--- config.mk ---
export PLATFORM = sky130hd
export DESIGN_NAME = vpi_check_sched
export DESIGN_NICKNAME = d
export VERILOG_FILES = /design/src/rtl/vpi_check_pkg.sv /design/src/rtl/vpi_check_lfsr.sv /design/src/rtl/vpi_check_sched.sv
export SDC_FILE = /design/constraint.sdc
export NUM_CORES = 1
export LEC_CHECK = 0
export BUFFER_PORTS_ARGS = -buffer_cell sky130_fd_sc_hd__buf_2
export CORE_ASPECT_RATIO = 1.4
export CORE_MARGIN = 8
export CORE_UTILIZATION = 43
export CTS_CLUSTER_DIAMETER = 150
export CTS_CLUSTER_SIZE = 10
export DETAILED_ROUTE_END_ITERATION = 8
export HOLD_SLACK_MARGIN = 0.1
export SYNTH_ARGS = -nofsm -noshare
export SYNTH_HDL_FRONTEND = slang
export SYNTH_HIERARCHICAL = 1
export SYNTH_SLANG_ARGS = --single-unit
--- constraint.sdc ---
create_clock -name clk -period 4.4 [get_ports clk]
set_clock_uncertainty 0.1 [all_clocks]
set_input_delay 0.88 -clock clk [delete_from_list [all_inputs] [get_ports clk]]
set_output_delay 0.88 -clock clk [all_outputs]
set_load 0.1 [all_outputs]
--- src/rtl/vpi_check_pkg.sv ---
// vpi_check_pkg: shared types, LFSR taps and mask helper for the array-checker
// sequencer (vpi_check_sched) and its LFSR (vpi_check_lfsr).
package vpi_check_pkg;

  // Sequencer states; one slot walks LOAD_SIG..SAMPLE (5 cycles)
  typedef enum logic [2:0] {
    S_IDLE     = 3'd0,
    S_LOAD_SIG = 3'd1,
    S_LOAD_RFR = 3'd2,
    S_CHECK    = 3'd3,
    S_WAIT     = 3'd4,
    S_SAMPLE   = 3'd5,
    S_DONE     = 3'd6
  } state_t;

  // 32-bit Fibonacci LFSR feedback taps
  localparam int unsigned LFSR_W = 32;
  localparam int unsigned TAP_A  = 31;
  localparam int unsigned TAP_B  = 21;
  localparam int unsigned TAP_C  = 1;
  localparam int unsigned TAP_D  = 0;

  // Upper bound on write-bus width supported by mask_n
  localparam int unsigned MASK_MAX_W = 1024;

  // Low n bits set, clamped to w bits; callers truncate to their bus width
  function automatic logic [MASK_MAX_W-1:0] mask_n(input int unsigned n,
                                                   input int unsigned w);
    int unsigned nn;
    nn = (n < w) ? n : w;
    return ~({MASK_MAX_W{1'b1}} << nn);
  endfunction

endpackage

--- src/rtl/vpi_check_lfsr.sv ---
// vpi_check_lfsr: 32-bit Fibonacci LFSR with synchronous load-to-seed and
// advance controls.
// Ports: clk, rst (sync, active-high); load (reseed), advance (one step);
//        value (registered state), next_c (combinational next state).
module vpi_check_lfsr
  import vpi_check_pkg::*;
#(
  parameter logic [LFSR_W-1:0] SEED = 32'h0000_0001
) (
  input  logic              clk,
  input  logic              rst,
  input  logic              load,
  input  logic              advance,
  output logic [LFSR_W-1:0] value,
  output logic [LFSR_W-1:0] next_c
);

  logic fb;

  // Next-state select: load wins over advance
  always_comb begin
    fb     = value[TAP_A] ^ value[TAP_B] ^ value[TAP_C] ^ value[TAP_D];
    next_c = value;
    if (load) begin
      next_c = SEED;
    end else if (advance) begin
      next_c = {value[LFSR_W-2:0], fb};
    end
  end

  always_ff @(posedge clk) begin
    if (rst) begin
      value <= SEED;
    end else begin
      value <= next_c;
    end
  end

endmodule

--- src/rtl/vpi_check_sched.sv ---
// vpi_check_sched: walks NUM_ARR checker slots (slot i is i+1 bits wide),
// writing a pseudo-random pattern to sig then rfr, strobing check, sampling
// the slot's mismatch flag and tallying pass/fail.
// Ports: clk, rst (sync, active-high); start, inject, inject_idx (sweep
//        control); busy, done (status); idx, wr_en, wr_sel, wr_data,
//        check_pulse (slot bus); mismatch_in (slot result); pass_cnt,
//        fail_cnt, first_fail, any_fail (sweep results).
// Requires NUM_ARR >= 2 and WIDTH a multiple of 32 with WIDTH >= NUM_ARR.
module vpi_check_sched
  import vpi_check_pkg::*;
#(
  parameter int unsigned       NUM_ARR = 128,
  parameter int unsigned       WIDTH   = 128,
  parameter logic [LFSR_W-1:0] SEED    = 32'h0000_0001,
  parameter int unsigned       IDX_W   = $clog2(NUM_ARR),
  parameter int unsigned       CNT_W   = $clog2(NUM_ARR + 1)
) (
  input  logic             clk,
  input  logic             rst,
  input  logic             start,
  input  logic             inject,
  input  logic [IDX_W-1:0] inject_idx,
  output logic             busy,
  output logic             done,
  output logic [IDX_W-1:0] idx,
  output logic             wr_en,
  output logic             wr_sel,
  output logic [WIDTH-1:0] wr_data,
  output logic             check_pulse,
  input  logic             mismatch_in,
  output logic [CNT_W-1:0] pass_cnt,
  output logic [CNT_W-1:0] fail_cnt,
  output logic [IDX_W-1:0] first_fail,
  output logic             any_fail
);

  localparam int unsigned REP = WIDTH / LFSR_W;
  localparam logic [IDX_W-1:0] LAST_IDX = IDX_W'(NUM_ARR - 1);

  state_t state_q, state_d;

  logic             accept;
  logic             lfsr_adv;
  logic [IDX_W-1:0] idx_d;
  logic             inj_en_q, inj_en_d;
  logic [IDX_W-1:0] inj_idx_q, inj_idx_d;
  logic [CNT_W-1:0] pass_d, fail_d;
  logic [IDX_W-1:0] first_fail_d;
  logic             any_fail_d;

  logic [LFSR_W-1:0] lfsr_value, lfsr_next, lfsr_src;
  logic [WIDTH-1:0]  mask, pat;
  logic              inj_hit;
  logic              wr_en_d, wr_sel_d, check_d, done_d, busy_d;
  logic [WIDTH-1:0]  wr_data_d;

  vpi_check_lfsr #(
    .SEED (SEED)
  ) u_lfsr (
    .clk     (clk),
    .rst     (rst),
    .load    (accept),
    .advance (lfsr_adv),
    .value   (lfsr_value),
    .next_c  (lfsr_next)
  );

  // Next state, slot index, sweep latches and tallies
  always_comb begin
    state_d      = state_q;
    accept       = 1'b0;
    lfsr_adv     = 1'b0;
    idx_d        = idx;
    inj_en_d     = inj_en_q;
    inj_idx_d    = inj_idx_q;
    pass_d       = pass_cnt;
    fail_d       = fail_cnt;
    first_fail_d = first_fail;
    any_fail_d   = any_fail;
    case (state_q)
      S_IDLE: begin
        if (start) begin
          accept       = 1'b1;
          state_d      = S_LOAD_SIG;
          idx_d        = '0;
          inj_en_d     = inject;
          inj_idx_d    = inject_idx;
          pass_d       = '0;
          fail_d       = '0;
          first_fail_d = '0;
          any_fail_d   = 1'b0;
        end
      end
      S_LOAD_SIG: state_d = S_LOAD_RFR;
      S_LOAD_RFR: state_d = S_CHECK;
      S_CHECK:    state_d = S_WAIT;
      S_WAIT:     state_d = S_SAMPLE;
      S_SAMPLE: begin
        lfsr_adv = 1'b1;
        if (mismatch_in) begin
          fail_d = fail_cnt + CNT_W'(1);
          if (!any_fail) begin
            first_fail_d = idx;
          end
          any_fail_d = 1'b1;
        end else begin
          pass_d = pass_cnt + CNT_W'(1);
        end
        if (idx == LAST_IDX) begin
          state_d = S_DONE;
        end else begin
          idx_d   = idx + IDX_W'(1);
          state_d = S_LOAD_SIG;
        end
      end
      S_DONE:  state_d = S_IDLE;
      default: state_d = S_IDLE;
    endcase
  end

  // Next values of the registered slot-bus outputs, decoded from state_d.
  // Entering LOAD_SIG the LFSR is reseeded or stepped on the same edge, so
  // the pattern comes from its next value; LOAD_RFR follows LOAD_SIG with the
  // LFSR unchanged, so the current value is the same pattern source.
  always_comb begin
    lfsr_src  = (state_q == S_LOAD_SIG) ? lfsr_value : lfsr_next;
    mask      = WIDTH'(mask_n(32'(idx_d) + 32'd1, WIDTH));
    pat       = {REP{lfsr_src}} & mask;
    inj_hit   = inj_en_q && (inj_idx_q == idx_d);
    wr_en_d   = (state_d == S_LOAD_SIG) || (state_d == S_LOAD_RFR);
    wr_sel_d  = (state_d == S_LOAD_RFR);
    check_d   = (state_d == S_CHECK);
    done_d    = (state_d == S_DONE);
    busy_d    = (state_d != S_IDLE);
    wr_data_d = '0;
    if (state_d == S_LOAD_SIG) begin
      wr_data_d = pat;
    end else if (state_d == S_LOAD_RFR) begin
      wr_data_d = pat ^ {{(WIDTH-1){1'b0}}, inj_hit};
    end
  end

  always_ff @(posedge clk) begin
    if (rst) begin
      state_q     <= S_IDLE;
      idx         <= '0;
      inj_en_q    <= 1'b0;
      inj_idx_q   <= '0;
      pass_cnt    <= '0;
      fail_cnt    <= '0;
      first_fail  <= '0;
      any_fail    <= 1'b0;
      wr_en       <= 1'b0;
      wr_sel      <= 1'b0;
      wr_data     <= '0;
      check_pulse <= 1'b0;
      done        <= 1'b0;
      busy        <= 1'b0;
    end else begin
      state_q     <= state_d;
      idx         <= idx_d;
      inj_en_q    <= inj_en_d;
      inj_idx_q   <= inj_idx_d;
      pass_cnt    <= pass_d;
      fail_cnt    <= fail_d;
      first_fail  <= first_fail_d;
      any_fail    <= any_fail_d;
      wr_en       <= wr_en_d;
      wr_sel      <= wr_sel_d;
      wr_data     <= wr_data_d;
      check_pulse <= check_d;
      done        <= done_d;
      busy        <= busy_d;
    end
  end

endmodule

# After elaboration in Yosys (flattened, before gate mapping)
# Index checks and enable logic that the tools add are counted.
# totals
regBits	207
wordCells	78
# op_classes
n_lt_le_gt_ge	1
add_sub_neg	4
bitwise	6
eq_ne	15
reduce_logical	9
shifts	1
mux	27
# ops
cell	n
$shl A1024 B8 Y128 const A	1
$mux W128	2
$and A128 B128 Y128	1
$not A128 Y128	1
$xor A128 B1 Y128	1
$mux W32	3
$mux W7	5
$mux W8	4
$pmux W8 S2	2
$pmux W7 S2	2
$pmux W3 S6	1
$add A8 B1 Y8 const B	2
$eq A3 B2 Y1 const B	4
$eq A3 B3 Y1 const B	3
$add A7 B1 Y8 const B	1
$lt A8 B8 Y1 const B	1
$ne A2 B2 Y1 const B	4
$add A7 B1 Y7 const B	1
$eq A7 B7 Y1	1
$eq A7 B7 Y1 const B	1
$eq A3 B1 Y1 const B	2
$mux W3	2
$reduce_and A3 Y1	2
$mux W1	5
9 further kinds	11

# Logic depth before layout (Yosys ltp)
# logic_depth
ltp_word	12
ltp_mapped	16

# By module
# The synthesis kept the hierarchy.
# by_module_without_submodules
mod	cells_per_inst	n_inst	area_each_um2
vpi_check_sched	820	1	7352.1
vpi_check_lfsr	149	1	1377.6

# Least setup slack after synthesis
# Ideal clock, no wire load.
# synth_path
path_type	reg-to-reg
startpoint	reg idx[0]
endpoint	reg wr_data[49]
path_buffers	2
setup_ns	0.146
arrival_ns	3.757
stages_incl_launch_ff	15
setup_slack_ns	0.397
period_less_slack_ns	4.003
cell_sequence	dfxtp_1 -> ha_1 -> and2_1 -> a21oi_1 -> nor2_1 -> a21oi_1 -> inv_1 -> ha_1 -> and4_1 -> buf_4 -> nand4_2 -> o21ba_4 -> a21oi_4 -> buf_4 -> a311oi_1
# synth_via
elab_chain_len	12
elab_cells_between_ends	18
# synth_rtl
element	line	source
start: declaration	vpi_check_sched.sv:25	output logic [IDX_W-1:0] idx,
start signal: assignment	vpi_check_sched.sv:161	idx <= idx_d;
$add A7 B1 Y7 / $eq A7 B7 Y1 (equally long branches)	vpi_check_sched.sv:112, vpi_check_sched.sv:109	
$mux W7	vpi_check_sched.sv:109	if (idx == LAST_IDX) begin
$pmux W7 S2 (*)	vpi_check_sched.sv:80	case (state_q)
net idx_d[0]	vpi_check_sched.sv:44	logic [IDX_W-1:0] idx_d;
$add A7 B1 Y8 (*)	vpi_check_sched.sv:127	mask = WIDTH'(mask_n(32'(idx_d) + 32'd1, WIDTH));
$lt A8 B8 Y1	vpi_check_pkg.sv:30	nn = (n < w) ? n : w;
$mux W8 (*)	vpi_check_pkg.sv:30	
$shl A1024 B8 Y128 (*)	vpi_check_pkg.sv:31	return ~({MASK_MAX_W{1'b1}} << nn);
$not A128 Y128 (*)	vpi_check_pkg.sv:31	
$and A128 B128 Y128 (*)	vpi_check_sched.sv:128	pat = {REP{lfsr_src}} & mask;
$xor A128 B1 Y128	vpi_check_sched.sv:139	wr_data_d = pat ^ {{(WIDTH-1){1'b0}}, inj_hit};
$mux W128	vpi_check_sched.sv:138	end else if (state_d == S_LOAD_RFR) begin
$mux W128 (*)	vpi_check_sched.sv:136	if (state_d == S_LOAD_SIG) begin
end signal: assignment	vpi_check_sched.sv:170	wr_data <= wr_data_d;
end: declaration	vpi_check_sched.sv:28	output logic [WIDTH-1:0] wr_data,
# Mark *: on every way through the listed nets, which the timed path passes. The rest lies on a longest branch.
# A chain may end at the register's enable or synchronous reset.

# Worst setup path in the final report
# layout_path
startpoint	reg idx[1]
endpoint	reg wr_data[44]
# layout_via
elab_chain_len	12
elab_cells_between_ends	18
# layout_rtl
element	line
$eq A7 B7 Y1 (*)	vpi_check_sched.sv:109
$mux W7 (*)	vpi_check_sched.sv:109
$pmux W7 S2 (*)	vpi_check_sched.sv:80
net idx_d[0]	vpi_check_sched.sv:44
$add A7 B1 Y8 (*)	vpi_check_sched.sv:127
$lt A8 B8 Y1	vpi_check_pkg.sv:30
$mux W8 (*)	vpi_check_pkg.sv:30
$shl A1024 B8 Y128 (*)	vpi_check_pkg.sv:31
$not A128 Y128 (*)	vpi_check_pkg.sv:31
$and A128 B128 Y128 (*)	vpi_check_sched.sv:128
$xor A128 B1 Y128	vpi_check_sched.sv:139
$mux W128	vpi_check_sched.sv:138
$mux W128 (*)	vpi_check_sched.sv:136
# Marks and branches as above.

==> out/metrics.yaml <==
synth_edf_count: 0
finalCriticalPeriod_ps: 3830
diodes: 0
period_share_pct: 86.9
fp-row-count: 61
avgViaCountPerCell: 5.51
fin_nets: 1143
grt.overflow.total: 0
maxCapViolations: 0
end_kind: "flip-flop"
synth.distinct_cells: 85
num_io_pins: 176
finalMaxSlewViolations: 0
avgRoutedWirePerCell_um: 19.7
synthXorXnorAreaFrac_pct: 2.41
clkSinkCount: 207
hp-class: "reg -> reg"
synth.net_count: 987
routabilityCongestion: 0.922
critPathKind: "reg -> reg"
ctsRootBufferMaster: "clkbuf_16"
reg2reg_setup_slack_ps: 570
critPathRequiredTime_ps: 4690
yosysTopAreaCell: "dfxtp_1"
layout_setup_ws_ps: 575
drtIter0Drc: 721
fmax_mhz: 261
synth_seq_cells: 207
synthMuxAreaShare_pct: 4.41
synth-adder-area-share_pct: 0.860
synth_area_mm2: 0.00873
clk_latency_ps: 510
final_cell_mix: "dfxtp_1 (207), buf_2 (175), nand2_1 (165)"
timing.hold.ws_ps: 366
vias: 7588
grt_first_pass_wirelength_um: 42000
synth_area_leaders: "dfxtp_1 (47%), nand2_1 (7.1%), a21oi_1 (4.9%)"
synth_top_family_by_area: "simple AND/OR/NAND/NOR gates"
drive_gt1_share_pct: 24.8
tightest_slew_ps: 1090
max_stage_delay_ps: 920
drc_errors: 0
dieArea_mm2: 0.0252
p_per_area_mw_per_mm2: 372
ys_warn_count: 6
hold_viol: 0
drt-total-wl_um: 27100
start_util_pct: 43.8
die_w_um: 136
cts_tree: "yes"
worstRegToRegCells: 12
die_y_um: 185
postRouteAntennaNets: 0
path_clk_slew_ps: 70
ir_worst_vdd_uv: 312
ys_seq_area_share_pct: 47.5
grt_use_total_pct: 20.9
final_common_cell: "dfxtp_1"
dp_hpwl_um: 19900
place_ws_ps: 353
status: "completed"
dr.pass1.iters: 5
path_max_fanout: 21
antenna_found_initial: 0
cp_slowest_cell: "o21bai_2"
postCtsHoldBufs: 0
clockBufferDepth: 3
rsz0062_at_grt: "no"
async_flop_share_pct: 0
timing.setup.tns_ps: 0
cp_cell_sequence: "ha_1 -> and2_1 -> a21oi_1 -> nor2_1 -> a21oi_1 -> inv_1 -> ha_1 -> and4_1 -> nand4_2 -> o21bai_2 -> o21ai_0 -> o21a_1"
slew_headroom_pct: 27.4
syn_inst: 969
synth_ff_type: "dfxtp_1"
synth-compound-area-share_pct: 19.5
htreeDepth: 1
syn_to_final_growth_pct: 18.7
post_cts_resized: 0
syn_area_per_cell_um2: 9.01
core_area_mm2: 0.0199
leakage_nw: 4.31
grt_max_degree: 74
hold_depth: 2
worst_setup_path_start_kind: "flip-flop"
yosys.area_share.simple_pct: 20.6
numCtsBuffers: 24
power_mw: 3.86
grt_pass1_vias: 7392
io_buffers: 175
arrival_ps: 4120
synth_top_area_share_pct: 47.5
post-cts-setup-buffers: 0
setup_viol: 0
[report_power, final]
part           switching (mW)  total, mW  internal (mW)  leakage, nW
sequential             0.0174       1.91           1.89         1.67
clock                   0.704       1.69          0.991        0.312
combinational           0.199      0.251         0.0524         2.33
total                   0.920       3.86           2.94         4.31
[area by class of cell]
cell class,instances,area (um2)
Clock buffer,25,626
Clock inverter,1,5.00
Fill cell,1943,9560
Inverter,9,33.8
Multi-Input combinational cell,683,4170
Sequential cell,207,4140
Tap cell,252,315
Timing Repair Buffer,200,1060
[registers in the layout (all words and copies together), names as in the netlist]
| register | cells |
|---|---|
| pass_cnt | 8 |
| wr_en | 1 |
| wr_sel | 1 |
| first_fail | 7 |
| busy | 1 |
| u_lfsr/value | 32 |
| fail_cnt | 8 |
| state_q | 3 |
| any_fail | 1 |
| inj_idx_q | 7 |
| done | 1 |
| inj_en_q | 1 |
| wr_data | 128 |
| check_pulse | 1 |
| idx | 7 |
[worst max-delay path, delay by kind of cell, from the launching register on]
family	cells	cell delay, ps
AO/OA/AOI/OAI	5	1700
adder cells (fa/ha/maj)	2	500
AND/OR/NAND/NOR	4	810
flip-flops	1	470
buffers and inverters	1	110
[cell families (layout without fill, tap and decap cells)]
group | count (synthesis) | in the layout
mux | 38 | 38
fa+ha+maj | 6 | 6
simple gates | 385 | 385
xor+xnor | 18 | 18
compound gates | 236 | 236
flops | 207 | 207
buf+inv | 79 | 235
[cells in the mapped netlist, drive strengths merged (4+ instances only)]
master and number:
clkbuf 30, nand2 171, nand2b 4, xnor2 11
a21o 5, a21oi 86, a311oi 7, nor3b 4
nand3 27, nor2 84, and3 10, o211ai 6
ha 6, mux2i 37, o21ai 20, a21boi 14
dfxtp 207, nor2b 5, nand4 9, xor2 7
a211oi 40, a31o 4, and4 5, inv 8
nor3 45, o21a 13, buf 40, and2 6
a31oi 6
[routing by layer]
metal  track usage [%]  vias to the layer above  wire, um
met5                 0                        -         0
met4              8.81                        0      1030
met3              3.79                       67      1890
met2              35.6                      280     13000
met1              25.3                     3542     11100
li1                  -                     3699         -
[worst paths after layout]
path | endpoint | from
max | wr_data[44] | idx[1]
min reg2reg | first_fail[6] | first_fail[6]
min | first_fail[6] | first_fail[6]
max reg2reg | wr_data[44] | idx[1]
[metrics by stage]
stage	instance area, um2	instances	util [%]
floorplan	8730	969	-
CTS	10400	1377	52.0
detailed placement	9730	1351	48.8
finish	10400	1377	52.0
global placement	9730	1351	48.8
global route	10400	1377	52.0
Power figures use the tool's default switching activity.
